===== src/rtl/order_engine.sv =====
// ---------------------------------------------------------------------------
// order_engine
//
// Purpose:
//   Consumes the trading pipeline stream (signal, allow_trade, kill_switch) and
//   turns the signed Q16.16 signal into discrete BUY/SELL orders. Hysteresis
//   comes from separate entry and exit thresholds. The engine tracks its own
//   position (FLAT/LONG/SHORT/HALTED). A kill request flattens any open
//   position and latches HALTED until clear_halt arrives with a later sample.
//   Each accepted sample that needs an order produces one order in a single
//   output register on a valid/ready stream.
//
// Configuration macro:
//   ORDER_COOLDOWN_EN - when defined, entries are blocked for COOLDOWN cycles
//                       after every order is loaded. When undefined, there is
//                       no counter and only allow_trade gates entries.
//
// Ports:
//   clk          in   clock
//   rst_n        in   asynchronous active-low reset
//   in_valid     in   input sample valid
//   in_ready     out  sample accepted when in_valid && in_ready
//   signal_in    in   signed Q16.16 trading signal
//   allow_trade  in   1 = entries and flips permitted
//   kill_switch  in   1 = flatten and halt
//   clear_halt   in   level; releases HALTED on the next accepted sample
//   out_valid    out  order valid
//   out_ready    in   order consumed when out_valid && out_ready
//   order_side   out  1 = BUY, 0 = SELL
//   order_qty    out  order quantity
//   order_flat   out  1 = kill-induced flatten order
//   pos_state    out  00 FLAT, 01 LONG, 10 SHORT, 11 HALTED
//   order_count  out  number of orders emitted, wraps at 0xFFFF
// ---------------------------------------------------------------------------
module order_engine #(
    parameter logic signed [31:0] ENTRY_TH = 32'sh0000_8000,
    parameter logic signed [31:0] EXIT_TH  = 32'sh0000_2000,
    parameter int                 QTY_W    = 16,
    parameter int                 LOT_SIZE = 100,
    parameter int                 COOLDOWN = 8
) (
    input  logic                    clk,
    input  logic                    rst_n,
    input  logic                    in_valid,
    output logic                    in_ready,
    input  logic signed [31:0]      signal_in,
    input  logic                    allow_trade,
    input  logic                    kill_switch,
    input  logic                    clear_halt,
    output logic                    out_valid,
    input  logic                    out_ready,
    output logic                    order_side,
    output logic [QTY_W-1:0]        order_qty,
    output logic                    order_flat,
    output logic [1:0]              pos_state,
    output logic [15:0]             order_count
);

    typedef enum logic [1:0] {
        FLAT   = 2'b00,
        LONG   = 2'b01,
        SHORT  = 2'b10,
        HALTED = 2'b11
    } pos_t;

    localparam logic signed [31:0] NEG_ENTRY_TH = -ENTRY_TH;
    localparam logic signed [31:0] NEG_EXIT_TH  = -EXIT_TH;
    localparam logic [QTY_W-1:0]   LOT_QTY      = QTY_W'(LOT_SIZE);
    localparam logic [QTY_W-1:0]   FLIP_QTY     = QTY_W'(2 * LOT_SIZE);

    pos_t             state;
    pos_t             next_state;
    logic             accept;
    logic             make_order;
    logic             load_order;
    logic             next_side;
    logic [QTY_W-1:0] next_qty;
    logic             next_flat;
    logic             entry_ok;

    // A new sample can enter whenever the single output slot is empty or is
    // being drained this cycle, so back-to-back orders leave no bubble.
    assign in_ready   = !out_valid || out_ready;
    assign accept     = in_valid && in_ready;
    assign load_order = accept && make_order;
    assign pos_state  = state;

`ifdef ORDER_COOLDOWN_EN
    localparam int CD_W = (COOLDOWN < 2) ? 1 : $clog2(COOLDOWN + 1);

    logic [CD_W-1:0] cooldown;

    assign entry_ok = allow_trade && (cooldown == '0);

    // Every loaded order, including exits and flattens, restarts the
    // suppression window. The counter then drains to zero and stops there.
    always_ff @(posedge clk or negedge rst_n) begin
        if (!rst_n) begin
            cooldown <= '0;
        end else if (load_order) begin
            cooldown <= CD_W'(COOLDOWN);
        end else if (cooldown != '0) begin
            cooldown <= cooldown - CD_W'(1);
        end
    end
`else
    assign entry_ok = allow_trade;
`endif

    // Decision for the sample on the input port. It is evaluated every cycle
    // but takes effect only when the sample is accepted.
    // When entries are blocked, a flip falls through to the plain exit,
    // because a flip-strength signal is always past the exit threshold.
    always_comb begin
        make_order = 1'b0;
        next_side  = 1'b0;
        next_qty   = '0;
        next_flat  = 1'b0;
        next_state = state;

        if (kill_switch) begin
            next_state = HALTED;
            if (state == LONG) begin
                make_order = 1'b1;
                next_side  = 1'b0;
                next_qty   = LOT_QTY;
                next_flat  = 1'b1;
            end else if (state == SHORT) begin
                make_order = 1'b1;
                next_side  = 1'b1;
                next_qty   = LOT_QTY;
                next_flat  = 1'b1;
            end
        end else begin
            case (state)
                HALTED: begin
                    if (clear_halt) begin
                        next_state = FLAT;
                    end
                end
                LONG: begin
                    if (entry_ok && (signal_in < NEG_ENTRY_TH)) begin
                        make_order = 1'b1;
                        next_side  = 1'b0;
                        next_qty   = FLIP_QTY;
                        next_state = SHORT;
                    end else if (signal_in < EXIT_TH) begin
                        make_order = 1'b1;
                        next_side  = 1'b0;
                        next_qty   = LOT_QTY;
                        next_state = FLAT;
                    end
                end
                SHORT: begin
                    if (entry_ok && (signal_in > ENTRY_TH)) begin
                        make_order = 1'b1;
                        next_side  = 1'b1;
                        next_qty   = FLIP_QTY;
                        next_state = LONG;
                    end else if (signal_in > NEG_EXIT_TH) begin
                        make_order = 1'b1;
                        next_side  = 1'b1;
                        next_qty   = LOT_QTY;
                        next_state = FLAT;
                    end
                end
                default: begin
                    if (entry_ok && (signal_in > ENTRY_TH)) begin
                        make_order = 1'b1;
                        next_side  = 1'b1;
                        next_qty   = LOT_QTY;
                        next_state = LONG;
                    end else if (entry_ok && (signal_in < NEG_ENTRY_TH)) begin
                        make_order = 1'b1;
                        next_side  = 1'b0;
                        next_qty   = LOT_QTY;
                        next_state = SHORT;
                    end
                end
            endcase
        end
    end

    // Position state and the output register. The order fields change only
    // when a new order is loaded, so they hold steady while the consumer
    // stalls.
    always_ff @(posedge clk or negedge rst_n) begin
        if (!rst_n) begin
            state       <= FLAT;
            out_valid   <= 1'b0;
            order_side  <= 1'b0;
            order_qty   <= '0;
            order_flat  <= 1'b0;
            order_count <= 16'd0;
        end else begin
            if (accept) begin
                state <= next_state;
            end
            if (load_order) begin
                out_valid   <= 1'b1;
                order_side  <= next_side;
                order_qty   <= next_qty;
                order_flat  <= next_flat;
                order_count <= order_count + 16'd1;
            end else if (out_ready) begin
                out_valid <= 1'b0;
            end
        end
    end

endmodule


===== config.mk =====
export PLATFORM = sky130hd
export DESIGN_NAME = order_engine
export DESIGN_NICKNAME = d
export VERILOG_FILES = /design/src/rtl/order_engine.sv
export SDC_FILE = /design/constraint.sdc
export NUM_CORES = 1
export LEC_CHECK = 0
export CAP_MARGIN = 20
export CORE_UTILIZATION = 41
export CTS_CLUSTER_DIAMETER = 100
export DETAILED_ROUTE_END_ITERATION = 12
export HOLD_SLACK_MARGIN = 0.05
export PLACE_DENSITY = 0.81
export SYNTH_ARGS = -nofsm -noshare
export SYNTH_HDL_FRONTEND = slang
export SYNTH_SLANG_ARGS = --single-unit

===== constraint.sdc =====
create_clock -name clk -period 2.6 [get_ports clk]
set_input_delay 0.26 -clock clk [delete_from_list [all_inputs] [get_ports clk]]
set_output_delay 0.26 -clock clk [all_outputs]
set_load 0.01 [all_outputs]

=== Word-level counts from Yosys, hierarchy flattened ===
Index checks and enable logic that the tools add are counted.

* Input port bits: 39
* Flip-flop bits (word level): 37
* Output and inout bits: 38

* Reduce and logical (&&, ||, !) cells: 10
* Multiplexer cells: 36
* Add/subtract/negate cells: 1
* $lt $le $gt $ge: 4
* Equal/unequal tests: 6

{| class="wikitable"
|+ Operators with widths
! kind !! count
|-
| 2-to-1 mux 7 bit || 6
|-
| > comparator 32 x 14 -> 1 bit, second input constant || 1
|-
| > comparator 32 x 17 -> 1 bit, second input constant || 1
|-
| less-than comparator 32 x 15 -> 1 bit, second input constant || 1
|-
| less-than comparator 32 x 16 -> 1 bit, second input constant || 1
|-
| one-hot mux 8 bit (3 select lines) || 1
|-
| adder 16 x 1 -> 16 bit, second input constant || 1
|-
| 2-to-1 mux 16 bit || 1
|-
| 2-to-1 mux 2 bit || 8
|-
| 2-to-1 mux 8 bit || 2
|-
| 2-to-1 mux 1 bit || 15
|-
| inequality test 4 x 2 -> 1 bit, second input constant || 2
|-
| one-hot mux 2 bit (3 select lines) || 1
|-
| nonzero test 6 bit || 1
|-
| AND reduction 5 bit || 1
|-
| == test 2 bit, second input constant || 2
|-
| logical AND 1 bit || 4
|-
| inequality test 3 bit, second input constant || 1
|-
| one-hot mux 1 bit (3 select lines) || 1
|-
| == test 2 x 1 -> 1 bit, second input constant || 1
|-
| one-hot mux 1 bit (2 select lines) || 1
|-
| nonzero test 2 bit || 1
|-
| OR reduction 2 bit || 1
|-
| zero test 1 bit || 1
|-
| logical OR 1 bit || 1
|}

=== Longest topological paths before layout ===
Gate-level depths: netlist (run 1).

* Word-level depth: 8
* Depth in mapped cells: 10

=== Least setup slack after synthesis (run 1) ===
OpenSTA, ideal clock, no wires.

* Path type: register -> register
* From: register state[1] (netlist: pos_state[1])
* To: register order_count[1]
* Path buffers: 0
* Clock period less this slack: 2.418 ns
* Library setup time: 0.125 ns
* Arrival: 2.293 ns
* Stages on the path, launching flop included: 10
* Required time: 2.475 ns
* Path slack: 0.182 ns
* Cell sequence: dfrtp_1 -> inv_1 -> ha_1 -> inv_1 -> or4_1 -> o21ai_0 -> and2_1 -> a2111oi_4 -> nor2_1 -> mux2_2

* Cells in the longest elaborated chain, start to end: 5
* Elaborated cells between the ends (all ways): 8
* Classes of those cells: eq/ne: 3; mux: 4; reduce/logical: 1

{| class="wikitable"
|+ RTL lines
! item !! line !! RTL
|-
| start: declaration || 71 || <nowiki>pos_t state;</nowiki>
|-
| start signal: assignment || 197 || <nowiki>state <= next_state;</nowiki>
|-
| == test 2 bit || 128, 135 ||
|-
| 2-to-1 mux 1 bit || 128 || <nowiki>end else if (state == SHORT) begin</nowiki>
|-
| 2-to-1 mux 1 bit || 123 || <nowiki>if (state == LONG) begin</nowiki>
|-
| 2-to-1 mux 1 bit * || 121 || <nowiki>if (kill_switch) begin</nowiki>
|-
| logical AND 1 bit * || 85 || <nowiki>assign load_order = accept && make_order;</nowiki>
|-
| end signal: assignment || 204 || <nowiki>order_count <= order_count + 16'd1;</nowiki>
|-
| end: declaration || 56 || <nowiki>output logic [15:0] order_count</nowiki>
|}

Mark *: on every way between the ends. The rest lies on a longest branch, timed or not.
A chain may end at the register's enable or synchronous reset.

=== Final worst setup path (run 1) ===
* From: input signal_in[31]
* To: register order_count[5]

* Cells in the longest elaborated chain, start to end: 7
* Elaborated cells between the ends (all ways): 15
* Classes of those cells: order compare: 4; mux: 8; reduce/logical: 3

{| class="wikitable"
|+ RTL lines
! item !! line !! RTL
|-
| start: declaration || 46 || <nowiki>input logic signed [31:0] signal_in,</nowiki>
|-
| less-than comparator 32 x 16 -> 1 bit || 142, 173 ||
|-
| logical AND 1 bit || 142, 173 ||
|-
| 2-to-1 mux 1 bit || 173 || <nowiki>end else if (entry_ok && (signal_in < NEG_ENTRY_TH)) begin</nowiki>
|-
| 2-to-1 mux 1 bit || 168 || <nowiki>if (entry_ok && (signal_in > ENTRY_TH)) begin</nowiki>
|-
| one-hot mux 1 bit (3 select lines) * || 135 || <nowiki>case (state)</nowiki>
|-
| 2-to-1 mux 1 bit * || 121 ||
|-
| logical AND 1 bit * || 85 ||
|}

Marked as above.

==> flow_summary.ini, run 1 <==
[critical_path]
cp_max_fo = 9
cp_data_arrival_time_ps = 2710
path_cells = clkdlybuf4s50_1, nand4_1, or3_4, or4b_4, a21oi_4, a2111oi_4, buf_6, nor4b_4, xor2_1
cp.required_ps = 2780
worstSetupStartpointType = input port
crit_family = simple AND/OR/NAND/NOR gates
path_buf_inv = 2
cp_slowest_cell = or4b_4
cpPeakStageDelay_ps = 570
worstSetupPathType = in2reg
end_kind = flip-flop

[yosys]
synth_top_family_by_area = simple AND/OR/NAND/NOR gates
seq_area_frac_synth_pct = 36.4
netlist_area_um2 = 1650
yosysWarnings = 0
synth_compound_gate_area_share_pct = 11.4
synth-xor-area-share_pct = 7.97
synth_seq_cells = 24
synth_top_area_share_pct = 36.4
synth_fa_ha_area_share_pct = 4.55
synth_area_leaders = dfrtp_1, xor2_1, buf_4
async_reset_ff_share_pct = 100
synth_top_area_cell = dfrtp_1
synthFlopType = dfrtp_1
ys_types = 41
synth-simple-area-share_pct = 25.6
synth_edf_count = 0
syn-instance-count = 175
muxShareOfSynthArea_pct = 4.55
syn_area_per_cell_um2 = 9.42

[cells_and_area]
area_growth_pct = 57.7
layout.cells.non_filler = 309
antenna_cells = 0
n_fill_cell = 272
layout_common_cells = clkdlybuf4s50_1, dfrtp_1, buf_4
drive_gt1_share_pct = 18.4
fin_area_um2 = 2600
nets = 307
mostFrequentLayoutCell = clkdlybuf4s50_1

[pwr]
power.leakage_uw = 0.00115
power_uw = 1970
cellPowerDensity_nw_per_um2 = 759
ir_drop_mv = 0.737

[sta]
whs_ps = 335
period_share_pct = 97.4
setup_viol = 0
max_freq_ghz = 0.395
slew_viol_final = 0
finalSetupTns_ps = 0
clock_skew_ps = 7.57
rsz0062_at_grt = yes
tightest_slew_ps = 555
hold_viol = 0
period_minus_slack_ps = 2530
relSlewSlack_pct = 62.7

[global_route]
grt_pass1_wl_um = 6960
grt_pass1_vias = 1540
grtUsageMet3_pct = 2.60
grt_start_max_net_pins = 25
overflow = 0
met1_usage_pct = 26.7
grt_use_total_pct = 20.8
antenna_found_initial = 0
use_met2_pct = 36.9
busiest_layer = met2

[placed_design]
gp_congestion = 0.808
dpl.cell_count = 305
hpwlAfterDp_um = 3270
io_buffers = 65
placedInstanceArea_um2 = 2450

[routing]
num_vias = 1649
drt_iter0_markers = 105
drt_drc_violations_left = 0
wl_per_cell_um = 15.0
drtPass1Iterations = 4
vias_per_cell = 5.34
ant_nets = 0
drt_wl_total_um = 4630

[die]
io_pins = 77
start_util_pct = 43.7
die_area_um2 = 4280
die_h_um = 65.4
rows = 22
core-area_um2 = 3770
die_w_um = 65.4

[clock_tree]
root_buffer = clkbuf_8
cts_num_sinks = 24
cts_setup_buffers = 0
cts.clk_slew.worst_paths_ps = 90
h-tree-depth = 1
cts_buffer_depth = 2
cts_made_buffers = 3
clkLatencyLatePin_ps = 270
cts_tree = done
hold_buffers = 0

[flow_run]
max_cap_viol_count = 0

[status]
status = finished clean

[hold_path]
hold_path.class = in2async
## stage by stage
step	util, %	setup slack, ps
after global placement	64.9	-250
after detailed placement	64.9	-294
after global routing	68.9	-42.6
final	68.9	67.5
after floorplan	-	182
after CTS	67.1	7.65
## cell type report
cell class,count,area [um^2],area share [%]
multi-input cells,138,1010,38.9
well taps,48,60.1,2.31
repair buffers,89,835,32.1
clock buffers,3,41.3,1.59
clock inverters,1,30.0,1.15
flip-flops and latches,24,601,23.1
inverters,6,22.5,0.866
## synth_stat cells (all sizes together), types with 2 or more instances
library cell / instances
o31ai: 2
nor3: 7
ha: 6
mux2: 4
nor2: 10
and3: 2
o221ai: 2
buf: 16
mux2i: 3
xor2: 14
nand4: 7
o21ai: 6
dfrtp: 24
nand3: 8
nand2b: 2
a21oi: 3
and2: 2
nor4b: 3
a31oi: 2
nand2: 15
nor4: 14
inv: 6
## power breakdown
group | internal [uW] | switching (uW)
clock network | 206 | 120
logic | 555 | 521
registers | 475 | 98.1
total | 1240 | 739
## path summary, 6_finish.rpt
check / startpoint / to / slack, ps / cells after the start
max in group asynchronous: rst_n / order_count[2] / 2030 / 2
worst max-delay path: signal_in[31] / order_count[5] / 70 / 9
worst min register to register: order_count[15] / order_count[15] / 490 / 1
min in group clk: order_count[15] / order_count[15] / 490 / 1
worst max register to register: pos_state[1] / order_count[5] / 190 / 10
worst min-delay path: rst_n / order_count[13] / 340 / 2
## flip-flops by register name, indices dropped and copies added, names as in the netlist
register and flops:
order_count 16, order_qty 3, pos_state 2, order_flat 1, order_side 1, out_valid 1
## per-layer routing
layer	up-vias	part of all wire [%]
li1	797	-
met1	804	43
met2	44	53
met3	4	3.1
met4	0	0.89
met5	-	0
## timing repair
action                                  in CTS  in global routing
endpoints found under the setup margin       2                 14
gates resized for setup                      2                 12
endpoints found under the hold margin        0                  0
cloned                                       0                  0
pin swaps                                    0                  2
## cell families (layout without fill, tap and decap cells)
family,after synthesis,count (layout)
buffers and inverters,23,99
AO/OA/AOI/OAI,23,23
AND/OR/NAND/NOR,76,76
multiplexers,7,7
XOR/XNOR,15,15
other,1,11
flip-flops,24,24
adder cells (fa/ha/maj),6,6
Note: power is estimated with default switching activity, not from simulation.
==> run 2, diff against run 1 <==
Settings changed: TNS_END_PERCENT set to 30.
==> run 2 against run 1 <==
Core utilization down 0.099 points. Global-route usage stayed put. Wire length decreased by 1.6%. Largest cell class unchanged. Total power down 0.77%. Hold slack gained 3.6 ps. Cell area fell by 0.14%. First-iteration DRC count shrank 1.9%. Final cell count unchanged.
==> flow_summary.ini, run 2 (synthesis gave the netlist of run 1 again) <==
[sta]
max_freq_ghz = 0.387
tightest_slew_ps = 526
period_share_pct = 99.3
whs_ps = 339
clock_skew_ps = 4.98
hold_viol = 0
relSlewSlack_pct = 64.7
slew_viol_final = 0
period_minus_slack_ps = 2580
setup_viol = 0
rsz0062_at_grt = yes

[placed_design]
hpwlAfterDp_um = 3270
io_buffers = 65
dpl.cell_count = 305
gp_congestion = 0.808

[clock_tree]
hold_buffers = 0
root_buffer = clkbuf_8
cts_setup_buffers = 0
cts.clk_slew.worst_paths_ps = 90
cts_made_buffers = 3
cts_tree = done
cts_num_sinks = 24
h-tree-depth = 1
cts_buffer_depth = 2
clkLatencyLatePin_ps = 260

[routing]
wl_per_cell_um = 14.7
drt_iter0_markers = 103
drt_wl_total_um = 4550
drtPass1Iterations = 4
vias_per_cell = 5.36
drt_drc_violations_left = 0
ant_nets = 0
num_vias = 1655

[hold_path]
hold_path.class = in2async

[critical_path]
worstSetupPathType = in2reg
cp_slowest_cell = or4b_4
path_buf_inv = 2
cp_max_fo = 9
cpPeakStageDelay_ps = 570
cp_data_arrival_time_ps = 2770
crit_family = simple AND/OR/NAND/NOR gates
path_cells = clkdlybuf4s50_1, nand4_1, or3_4, or4b_4, a21oi_4, a2111oi_4, buf_4, nor4b_2, xor2_1
worstSetupStartpointType = input port
end_kind = flip-flop
cp.required_ps = 2790

[cells_and_area]
largest_reg_flops = 16
area_growth_pct = 57.4
antenna_cells = 0
mostFrequentLayoutCell = clkdlybuf4s50_1
drive_gt1_share_pct = 18.4
layout.cells.non_filler = 309
layout_common_cells = clkdlybuf4s50_1, dfrtp_1, buf_4
nets = 307
largest-register = order_count

[die]
io_pins = 77
die_area_um2 = 4280
start_util_pct = 43.7
die_h_um = 65.4
core-area_um2 = 3770
die_w_um = 65.4
rows = 22

[flow_run]
max_cap_viol_count = 0

[pwr]
share_seq_of_total_power_pct = 29.2
p_sw_share_pct = 37.3
power.leakage_uw = 0.00115
p_clk_share_pct = 16.5
power.switching_uw = 731
power_uw = 1960
ir_drop_mv = 0.729
p_int_uw = 1230
cellPowerDensity_nw_per_um2 = 755
p_comb_share_pct = 54.3

[global_route]
grt_start_max_net_pins = 25
grt_pass1_vias = 1540
antenna_found_initial = 0
overflow = 0
grt_use_total_pct = 20.8
grt_pass1_wl_um = 6960

[status]
status = finished clean
==> run 2: cell counts in the layout (fill, tap and decap cells not counted) <==
Identical to the previous run, type by type.
==> run 2: power by group through the flow <==
| stage | sequential [uW] | combinational [uW] | clock (uW) |
|---|---|---|---|
| floorplan | 617 | 511 | 0 |
| global placement | 574 | 983 | 0 |
| global route | 592 | 1150 | 345 |
| CTS | 573 | 1020 | 326 |
| detailed placement | 577 | 995 | 0 |
| finish | 572 | 1060 | 323 |
==> run 2: layout make-up <==
type / instances / area, um^2
Fill cell: 272 / 1170
Multi-Input combinational cell: 138 / 1010
Timing Repair Buffer: 89 / 831
Sequential cell: 24 / 601
Tap cell: 48 / 60.1
Clock buffer: 3 / 41.3
Clock inverter: 1 / 30.0
Inverter: 6 / 22.5
==> run 2: per-layer routing <==
layer | share of wire, % | track usage (%) | vias up
met5 | 0 | 0 | -
met4 | 1.2 | 4.89 | 0
met3 | 3.8 | 2.60 | 6
met2 | 53 | 36.9 | 52
met1 | 42 | 26.7 | 800
li1 | - | - | 797
==> run 2: per-stage QoR <==
stage,utilization [%],setup WS [ps],setup TNS [ps],area (um^2)
after floorplan,-,182,0,1690
after global placement,64.9,-250,-2920,2450
after detailed placement,64.9,-294,-3250,2450
after CTS,67.1,7.65,0,2530
after global routing,68.8,-56.0,-147,2600
final,68.8,18.7,0,2600
==> run 2: final timing paths <==
path	from	to	cells after the start	slack, ps
max	signal_in[31]	order_count[15]	9	20
min	rst_n	order_count[13]	2	340
max reg2reg	pos_state[1]	order_count[15]	10	140
min reg2reg	order_count[15]	order_count[15]	1	490
max in group asynchronous	rst_n	order_count[2]	2	2030
min in group clk	order_count[15]	order_count[15]	1	490
==> run 2: timing repair <==
action | 4_1_cts | 5_1_grt
hold endpoints to repair | 0 | 0
pin swaps | 0 | 2
gates resized for setup | 2 | 11
cloned | 0 | 0
endpoints found under the setup margin | 2 | 14
